<file path="config.mk">
export PLATFORM = sky130hd
export DESIGN_NAME = delay_temp_unit
export DESIGN_NICKNAME = d
export VERILOG_FILES = /design/src/rtl/delay_temp_unit.sv
export SDC_FILE = /design/constraint.sdc
export NUM_CORES = 1
export LEC_CHECK = 0
export CAP_MARGIN = 20
export CORE_MARGIN = 2
export CORE_UTILIZATION = 55
export DETAILED_ROUTE_END_ITERATION = 7
export DONT_BUFFER_PORTS = 1
export HOLD_SLACK_MARGIN = 0.1
export PLACE_DENSITY_LB_ADDON = 0.05
export SYNTH_ARGS = -nofsm -noshare
export SYNTH_HDL_FRONTEND = slang
export SYNTH_SLANG_ARGS = --single-unit
</file>
<file path="constraint.sdc">
create_clock -name clk -period 2.1 [get_ports clk]
set_input_delay 0.21 -clock clk [delete_from_list [all_inputs] [get_ports clk]]
set_output_delay 0.21 -clock clk [all_outputs]
set_load 0.02 [all_outputs]
</file>
<file path="src/rtl/delay_temp_unit.sv">
// delay_temp_unit
// Datapath-side responder for the stepper-processor control FSM.
// - Delay timer: a prescaled tick counter that reports delay_done once the
//   programmed number of ticks has elapsed. It only advances while enabled.
// - Temp register: a signed step count that can be loaded, incremented or
//   decremented. Its sign and zero flags are decoded from the register.

module delay_temp_unit #(
  parameter int DATA_W     = 8,
  parameter int DELAY_W    = 8,
  parameter int PRESCALE   = 50000,
  parameter int PRESCALE_W = 16
) (
  input  logic               clk,
  input  logic               reset_n,
  input  logic               start_delay_counter,
  input  logic               enable_delay_counter,
  input  logic [DELAY_W-1:0] delay_value,
  output logic               delay_done,
  output logic               delay_busy,
  input  logic               load_temp_register,
  input  logic               increment_temp_register,
  input  logic               decrement_temp_register,
  input  logic [DATA_W-1:0]  temp_load_value,
  output logic [DATA_W-1:0]  temp_value,
  output logic               temp_is_positive,
  output logic               temp_is_negative,
  output logic               temp_is_zero
);

  // Last prescaler value before a tick is consumed.
  localparam logic [PRESCALE_W-1:0] PRESCALE_LAST = PRESCALE_W'(PRESCALE - 1);
  localparam logic [DELAY_W-1:0]    DELAY_ZERO    = {DELAY_W{1'b0}};
  localparam logic [DELAY_W-1:0]    DELAY_ONE     = DELAY_W'(1);
  localparam logic [PRESCALE_W-1:0] PRE_ZERO      = {PRESCALE_W{1'b0}};
  localparam logic [PRESCALE_W-1:0] PRE_ONE       = PRESCALE_W'(1);
  localparam logic [DATA_W-1:0]     DATA_ZERO     = {DATA_W{1'b0}};
  localparam logic [DATA_W-1:0]     DATA_ONE      = DATA_W'(1);

  typedef enum logic [1:0] {
    IDLE  = 2'd0,
    COUNT = 2'd1,
    DONE  = 2'd2
  } state_t;

  state_t                state;
  state_t                state_next;
  logic [DELAY_W-1:0]    remaining;
  logic [DELAY_W-1:0]    remaining_next;
  logic [PRESCALE_W-1:0] prescale;
  logic [PRESCALE_W-1:0] prescale_next;
  logic [DATA_W-1:0]     temp_next;

  // Delay FSM next state: start restarts from any state and beats enable.
  always_comb begin
    state_next     = state;
    remaining_next = remaining;
    prescale_next  = prescale;
    if (start_delay_counter) begin
      remaining_next = delay_value;
      prescale_next  = PRE_ZERO;
      if (delay_value == DELAY_ZERO) begin
        state_next = DONE;
      end else begin
        state_next = COUNT;
      end
    end else begin
      case (state)
        IDLE: begin
          state_next = IDLE;
        end
        COUNT: begin
          if (enable_delay_counter) begin
            if (prescale == PRESCALE_LAST) begin
              prescale_next  = PRE_ZERO;
              remaining_next = remaining - DELAY_ONE;
              if (remaining == DELAY_ONE) begin
                state_next = DONE;
              end else begin
                state_next = COUNT;
              end
            end else begin
              prescale_next = prescale + PRE_ONE;
            end
          end else begin
            // Paused: keep all progress.
            state_next = COUNT;
          end
        end
        DONE: begin
          state_next = DONE;
        end
        default: begin
          state_next     = IDLE;
          remaining_next = DELAY_ZERO;
          prescale_next  = PRE_ZERO;
        end
      endcase
    end
  end

  // Delay FSM registers; status outputs are registered from the next state.
  always_ff @(posedge clk) begin
    if (!reset_n) begin
      state      <= IDLE;
      remaining  <= DELAY_ZERO;
      prescale   <= PRE_ZERO;
      delay_done <= 1'b0;
      delay_busy <= 1'b0;
    end else begin
      state      <= state_next;
      remaining  <= remaining_next;
      prescale   <= prescale_next;
      delay_done <= (state_next == DONE);
      delay_busy <= (state_next == COUNT);
    end
  end

  // Temp register next value: load wins, opposing inc/dec cancel out.
  always_comb begin
    temp_next = temp_value;
    if (load_temp_register) begin
      temp_next = temp_load_value;
    end else if (increment_temp_register && !decrement_temp_register) begin
      temp_next = temp_value + DATA_ONE;
    end else if (decrement_temp_register && !increment_temp_register) begin
      temp_next = temp_value - DATA_ONE;
    end else begin
      temp_next = temp_value;
    end
  end

  // Temp register storage (two's complement, wraps naturally).
  always_ff @(posedge clk) begin
    if (!reset_n) begin
      temp_value <= DATA_ZERO;
    end else begin
      temp_value <= temp_next;
    end
  end

  // Flags decoded from the registered value; exactly one is ever set.
  assign temp_is_zero     = (temp_value == DATA_ZERO);
  assign temp_is_negative = temp_value[DATA_W-1];
  assign temp_is_positive = !temp_value[DATA_W-1] && (temp_value != DATA_ZERO);

endmodule
</file>
==> flow_summary.yaml, run 1 <==
synthesis:
  ys_ff_latch: 36
  synth_cell_type_count: 49
  synth-simple-area-share_pct: 27.06
  synth_top_family_by_area: "simple AND/OR/NAND/NOR gates"
  synth_fa_ha_area_share_pct: 7.589
  synthMuxAreaShare_pct: 2.232
  synth.avg_cell_area_um2: 8.153
  yosysSeqAreaShare_pct: 32.14
  synth_edf_count: 0
  syn-num-nets: 311
  synthFlopType: "dfxtp_1"
  synthCells: 275
  synth_area_mm2: 0.002242
  yosysWarnings: 0
  async_reset_ff_share_pct: 0
  synth-compound-area-share_pct: 19.25
  synth_xor_area_share_pct: 7.813
critical_path:
  cp-startpoint: "prescale[0]"
  cp-end-kind: "flip-flop"
  critical_path_class: "reg -> reg"
  crit_arrival_ns: 2.18
  crit_fanout: 5
  r2r_start: "prescale[0]"
  start_kind: "flip-flop"
  required_ns: 2.34
flow_run:
  cap_violations: 0
timing:
  max_slew.worst_pin.slew_ns: 0.6714
  rsz0062_at_grt: "no"
  final-setup-viol-count: 0
  skew_ns: 0.01024
  fin_ws_ns: 0.1562
  fmax_mhz: 514.5
  fin_tns_setup_ns: 0
  hold_violations: 0
  period_needed_ns: 1.944
  max-slew-margin-rel_pct: 55.09
  period_share_pct: 92.56
  maxSlewViolCount: 0
detailed_routing:
  wl_per_cell_um: 15.19
  via_count: 1972
  drt_iter0_markers: 76
  drc: 0
  drtPass1Iterations: 5
  drtAntennaViolNets: 0
  wl_mm: 5.196
  viasPerCell: 5.766
pwr:
  seq_power_share_pct: 46.0
  p_sw_share_pct: 31.97
  clkPwrFrac_pct: 30.2
  total_power_w: 0.001660
  cell_internal_pwr_w: 0.001129
  p_switching_w: 0.0005305
  p_leak_nw: 0.9912
  peakVddDrop_v: 0.0004439
  comb_power_share_pct: 23.8
  power.density_mw_per_mm2: 659.9
finish:
  nNetsFinal: 327
  drive_gt1_share_pct: 8.904
  diodes: 0
  fillCellCount: 361
  areaGrowthSynthToFinish_pct: 12.17
  fin_cells: 342
cts:
  clock_latency_ns: 0.30
  clkTransAtPathRegs_ns: 0.08
  post_cts_buffers: 0
  cts_htree_levels: 2
  root_buffer: "clkbuf_8"
  cts_tree: "done"
  cts_sinks: 36
  clock_path_buffers: 2
  cts_made_buffers: 5
global_route:
  grt.total_usage_pct: 25.33
  grt_max_degree: 21
  grt_pass1_vias: 1872
  grt_pass1_wl_mm: 8.645
  grt_antenna_before_repair: 0
  grt.overflow.total: 0
die:
  initial_core_util_pct: 56.46
  design.die.area_mm2: 0.004604
  io_pins: 36
  dieHeight_um: 67.85
  rows: 23
  die-width_um: 67.85
  core_mm2: 0.003971
min_path:
  hold_start: "delay_value[1]"
  hold_path.class: "in -> reg"
place:
  dp_cells: 328
  numPortBuffers: 0
  gp_congestion: 0.8521
  dp_slack_ns: 0.05326
  dp_hpwl_mm: 3.718
run_status:
  outcome: "complete, no violations"
## timing repair
item | CTS | global route
endpoints found under the hold margin | 20 | 0
hold buffers | 6 | 0
gates resized for setup | 0 | 2
endpoints found under the setup margin | 0 | 4
## through the flow
stage               hold WS (ns)  area, um^2  util [%]
finish                    0.1073        2515     63.33
global route              0.1226        2515     63.33
CTS                       0.1057        2505     63.08
detailed placement        0.3412        2360     59.42
global placement          0.3377        2360     59.42
floorplan                 0.3767        2242         -
## routing by layer
metal  vias up  wire (um)  GRT usage, %
li1       1016          -             -
met1       904       2410         33.20
met2        47       2473         39.34
met3         5        260         6.579
met4         0         51         11.00
met5         -          0             0
## power groups by stage
stage	Sequential [W]	Combinational [W]	Clock [W]
final	0.000764	0.000395	0.000501
after global placement	0.000780	0.000370	0
after detailed placement	0.000780	0.000372	0
after floorplan	0.000782	0.000290	0
after global routing	0.000771	0.000445	0.000534
after CTS	0.000764	0.000392	0.000511
## path summary, 6_finish.rpt
kind,slack [ns],cells past startpoint,endpoint
max reg2reg,0.16,7,delay_done
min,0.11,2,remaining[1]
max,0.16,7,delay_done
min reg2reg,0.48,2,prescale[1]
## cell usage after synthesis (3+ instances only)
cell type	number	area, um^2
a31oi_1	5	31.28
xnor2_1	7	61.31
or4_1	4	30.03
nor3_1	7	35.03
or3_1	4	25.02
nand3_1	11	55.05
nor4_1	4	25.02
clkbuf_1	8	30.03
ha_1	12	150.1
nor2_1	28	105.1
nand2_1	27	101.4
a221oi_1	3	26.28
dfxtp_1	36	720.7
o211a_1	3	30.03
mux2i_1	5	50.05
o21ai_0	19	95.09
a311oi_1	3	26.28
nand2b_1	3	18.77
and2_1	3	18.77
inv_1	12	45.04
o21ai_1	5	25.02
and3_1	7	43.79
nor2b_1	4	25.02
a21oi_1	13	65.06
xor2_1	13	113.9
## logic make-up after synthesis
family | count (synthesis)
AOI/OAI and AO/OA | 65
and+or+nand+nor | 114
DFF | 36
xor gates and xnor gates | 20
buffers and inverters | 22
muxes | 5
adders and majority gates | 13
## placed cells by master (no fill, tap or decap), types with 4 or more instances in the layout
| cell | netlist | final |
|---|---|---|
| a21oi_1 | 13 | 13 |
| a31oi_1 | 5 | 5 |
| and3_1 | 7 | 7 |
| buf_4 | 1 | 13 |
| clkbuf_8 | 0 | 5 |
| dfxtp_1 | 36 | 36 |
| dlygate4sd3_1 | 0 | 6 |
| ha_1 | 12 | 12 |
| inv_1 | 12 | 12 |
| mux2i_1 | 5 | 5 |
| nand2_1 | 27 | 27 |
| nand3_1 | 11 | 11 |
| nor2_1 | 28 | 28 |
| nor2b_1 | 4 | 4 |
| nor3_1 | 7 | 7 |
| nor4_1 | 4 | 4 |
| o21ai_0 | 19 | 19 |
| o21ai_1 | 5 | 5 |
| or4_1 | 4 | 4 |
| xnor2_1 | 7 | 7 |
| xor2_1 | 13 | 13 |
## critical path, stage by stage (launching register included)
cell and delay [ns]:
dfxtp_1 0.37, ha_1 0.17, and3_1 0.30, and4_1 0.32, mux2i_1 0.25, a21oi_2 0.10
o31ai_1 0.19, and2_1 0.18
## cell type report
| cell class | instances | area (um^2) | share of cell area (%) |
|---|---|---|---|
| Clock inverter | 1 | 8.758 | 0.3483 |
| Tap cell | 50 | 62.56 | 2.488 |
| Clock buffer | 7 | 76.32 | 3.035 |
| Inverter | 12 | 45.04 | 1.791 |
| Sequential cell | 36 | 720.7 | 28.66 |
| Multi-Input combinational cell | 217 | 1444 | 57.41 |
| Timing Repair Buffer | 19 | 157.7 | 6.269 |
## flip-flops by register name (all words and copies together), names as in the netlist
signal      cells
state           2
temp_value      8
prescale       16
remaining       8
delay_done      1
delay_busy      1
No activity file was read; power rests on OpenSTA's default activity.
==> run 2, diff against run 1 <==
--- a/config.mk
+++ b/config.mk
@@ -10,6 +10,7 @@
 export CORE_UTILIZATION = 55
 export DETAILED_ROUTE_END_ITERATION = 7
 export DONT_BUFFER_PORTS = 1
+export GPL_TIMING_DRIVEN = 0
 export HOLD_SLACK_MARGIN = 0.1
 export PLACE_DENSITY_LB_ADDON = 0.05
 export SYNTH_ARGS = -nofsm -noshare
==> flow_summary.yaml, run 2 (synthesis gave the netlist of run 1 again) <==
die:
  dieHeight_um: 67.85
  rows: 23
  design.die.area_mm2: 0.004604
  io_pins: 36
  initial_core_util_pct: 56.46
  core_mm2: 0.003971
  die-width_um: 67.85
global_route:
  grt.overflow.total: 0
  grt_max_degree: 13
  grt.total_usage_pct: 24.53
  grt_pass1_vias: 1857
  grt_antenna_before_repair: 0
  grt_pass1_wl_mm: 8.500
timing:
  period_share_pct: 92.51
  rsz0062_at_grt: "yes"
  maxSlewViolCount: 0
  period_needed_ns: 1.943
  skew_ns: 0.01068
  fmax_mhz: 514.7
  max-slew-margin-rel_pct: 63.38
  max_slew.worst_pin.slew_ns: 0.5456
  fin_tns_setup_ns: 0
  final-setup-viol-count: 0
  hold_violations: 0
pwr:
  peakVddDrop_v: 0.0005002
  p_leak_nw: 0.9673
  total_power_w: 0.001762
  power.density_mw_per_mm2: 703.9
place:
  dp_hpwl_mm: 3.746
  gp_congestion: 0.7973
  numPortBuffers: 0
  dp_cells: 325
min_path:
  hold_start: "temp_load_value[4]"
  hold_path.class: "in -> reg"
cts:
  cts_tree: "done"
  clock_latency_ns: 0.29
  root_buffer: "clkbuf_8"
  clkTransAtPathRegs_ns: 0.07
  cts_htree_levels: 2
  cts_sinks: 36
  clock_path_buffers: 2
  cts_made_buffers: 5
detailed_routing:
  drt-met1-wl_mm: 2.352
  drc: 0
  viasPerCell: 5.941
  dr_wl_met3_um: 332
  wl_met2_mm: 2.329
  via_count: 2020
  drtPass1Iterations: 4
  drtAntennaViolNets: 0
  top_layer: "met4"
  wl_mm: 5.068
  wl_per_cell_um: 14.91
  drt_iter0_markers: 143
finish:
  mostFrequentLayoutCells: "dfxtp_1, nand2_1, nor2_1"
  areaGrowthSynthToFinish_pct: 11.66
  nNetsFinal: 325
  drive_gt1_share_pct: 9.310
  final_util_pct: 63.04
  regMostFlops: "prescale"
  fin_cells: 340
  diodes: 0
  fillCellCount: 365
  largest_reg_flops: 16
  top_regs: "prescale x16, remaining x8, temp_value x8"
  final_common_cell: "dfxtp_1"
critical_path:
  start_kind: "flip-flop"
  required_ns: 2.30
  crit_fanout: 6
  cp-end-kind: "flip-flop"
  crit_arrival_ns: 2.14
  critical_path_class: "reg -> reg"
  cp-startpoint: "state[1]"
  r2r_start: "state[1]"
run_status:
  outcome: "complete, no violations"
flow_run:
  cap_violations: 0
[run 2: cell types whose count changed in the layout (fill, tap and decap cells not counted), sizes merged]
cell and delta:
buf -7, bufinv +1, clkbuf +6, clkinvlp +1, dlygate4sd3 -3
[run 2: final cells by class]
type	count	area, um^2	area share (%)
clock inverter	3	42.54	1.699
timing repair buffer	8	67.56	2.699
multi-input combinational	217	1453	58.02
sequential	36	723.2	28.89
buffer	9	41.29	1.649
inverter	12	45.04	1.799
clock buffer	5	68.82	2.749
tap	50	62.56	2.499
[run 2: power breakdown]
group,switching [W],internal (W),total (W)
clock network,0.000265,0.000351,0.000616
registers,0.0000617,0.000717,0.000778
logic,0.000207,0.000161,0.000368
total,0.000534,0.00123,0.00176
[run 2: routing by layer]
metal / track usage, % / vias up
li1: - / 1021
met1: 32.83 / 935
met2: 38.24 / 56
met3: 7.895 / 8
met4: 6.250 / 0
met5: 0 / -
[run 2: worst paths after layout]
check | to | slack, ns | cells after the start
worst min register to register | prescale[1] | 0.47 | 2
worst min-delay path | temp_value[4] | 0.12 | 2
worst max register to register | prescale[13] | 0.16 | 7
worst max-delay path | prescale[13] | 0.16 | 7
[run 2: repair_timing]
item	4_1_cts	5_1_grt
hold buffers	3	0
pin swaps	0	3
gates resized for setup	1	7
cloned	0	0
buffers inserted	0	5
endpoints found under the hold margin	3	0
endpoints found under the setup margin	1	22
[run 2: metrics by stage]
stage	setup WS (ns)	instance area (um^2)	hold WS, ns
2_1_floorplan	0.2010	2242	0.3767
4_1_cts	0.04028	2449	0.1080
3_3_place_gp	0.01036	2305	0.3843
6_report	0.1572	2504	0.1187
5_1_grt	-0.06162	2504	0.1202
3_5_place_dp	-0.004456	2305	0.3908
[run 2: critical path: stages, from the launching register on]
cell and delay (ns):
dfxtp_1 0.36, inv_1 0.08, ha_1 0.21, nor2b_1 0.16
or3_1 0.43, nor2_4 0.21, a41oi_1 0.15, a311oi_1 0.26
==> run 3, diff against run 2 <==
--- a/config.mk
+++ b/config.mk
@@ -10,7 +10,6 @@
 export CORE_UTILIZATION = 55
 export DETAILED_ROUTE_END_ITERATION = 7
 export DONT_BUFFER_PORTS = 1
-export GPL_TIMING_DRIVEN = 0
 export HOLD_SLACK_MARGIN = 0.1
 export PLACE_DENSITY_LB_ADDON = 0.05
 export SYNTH_ARGS = -nofsm -noshare
==> results of run 3 <==
Same layout as run 1: the final DEF is identical, and so are final timing and power.
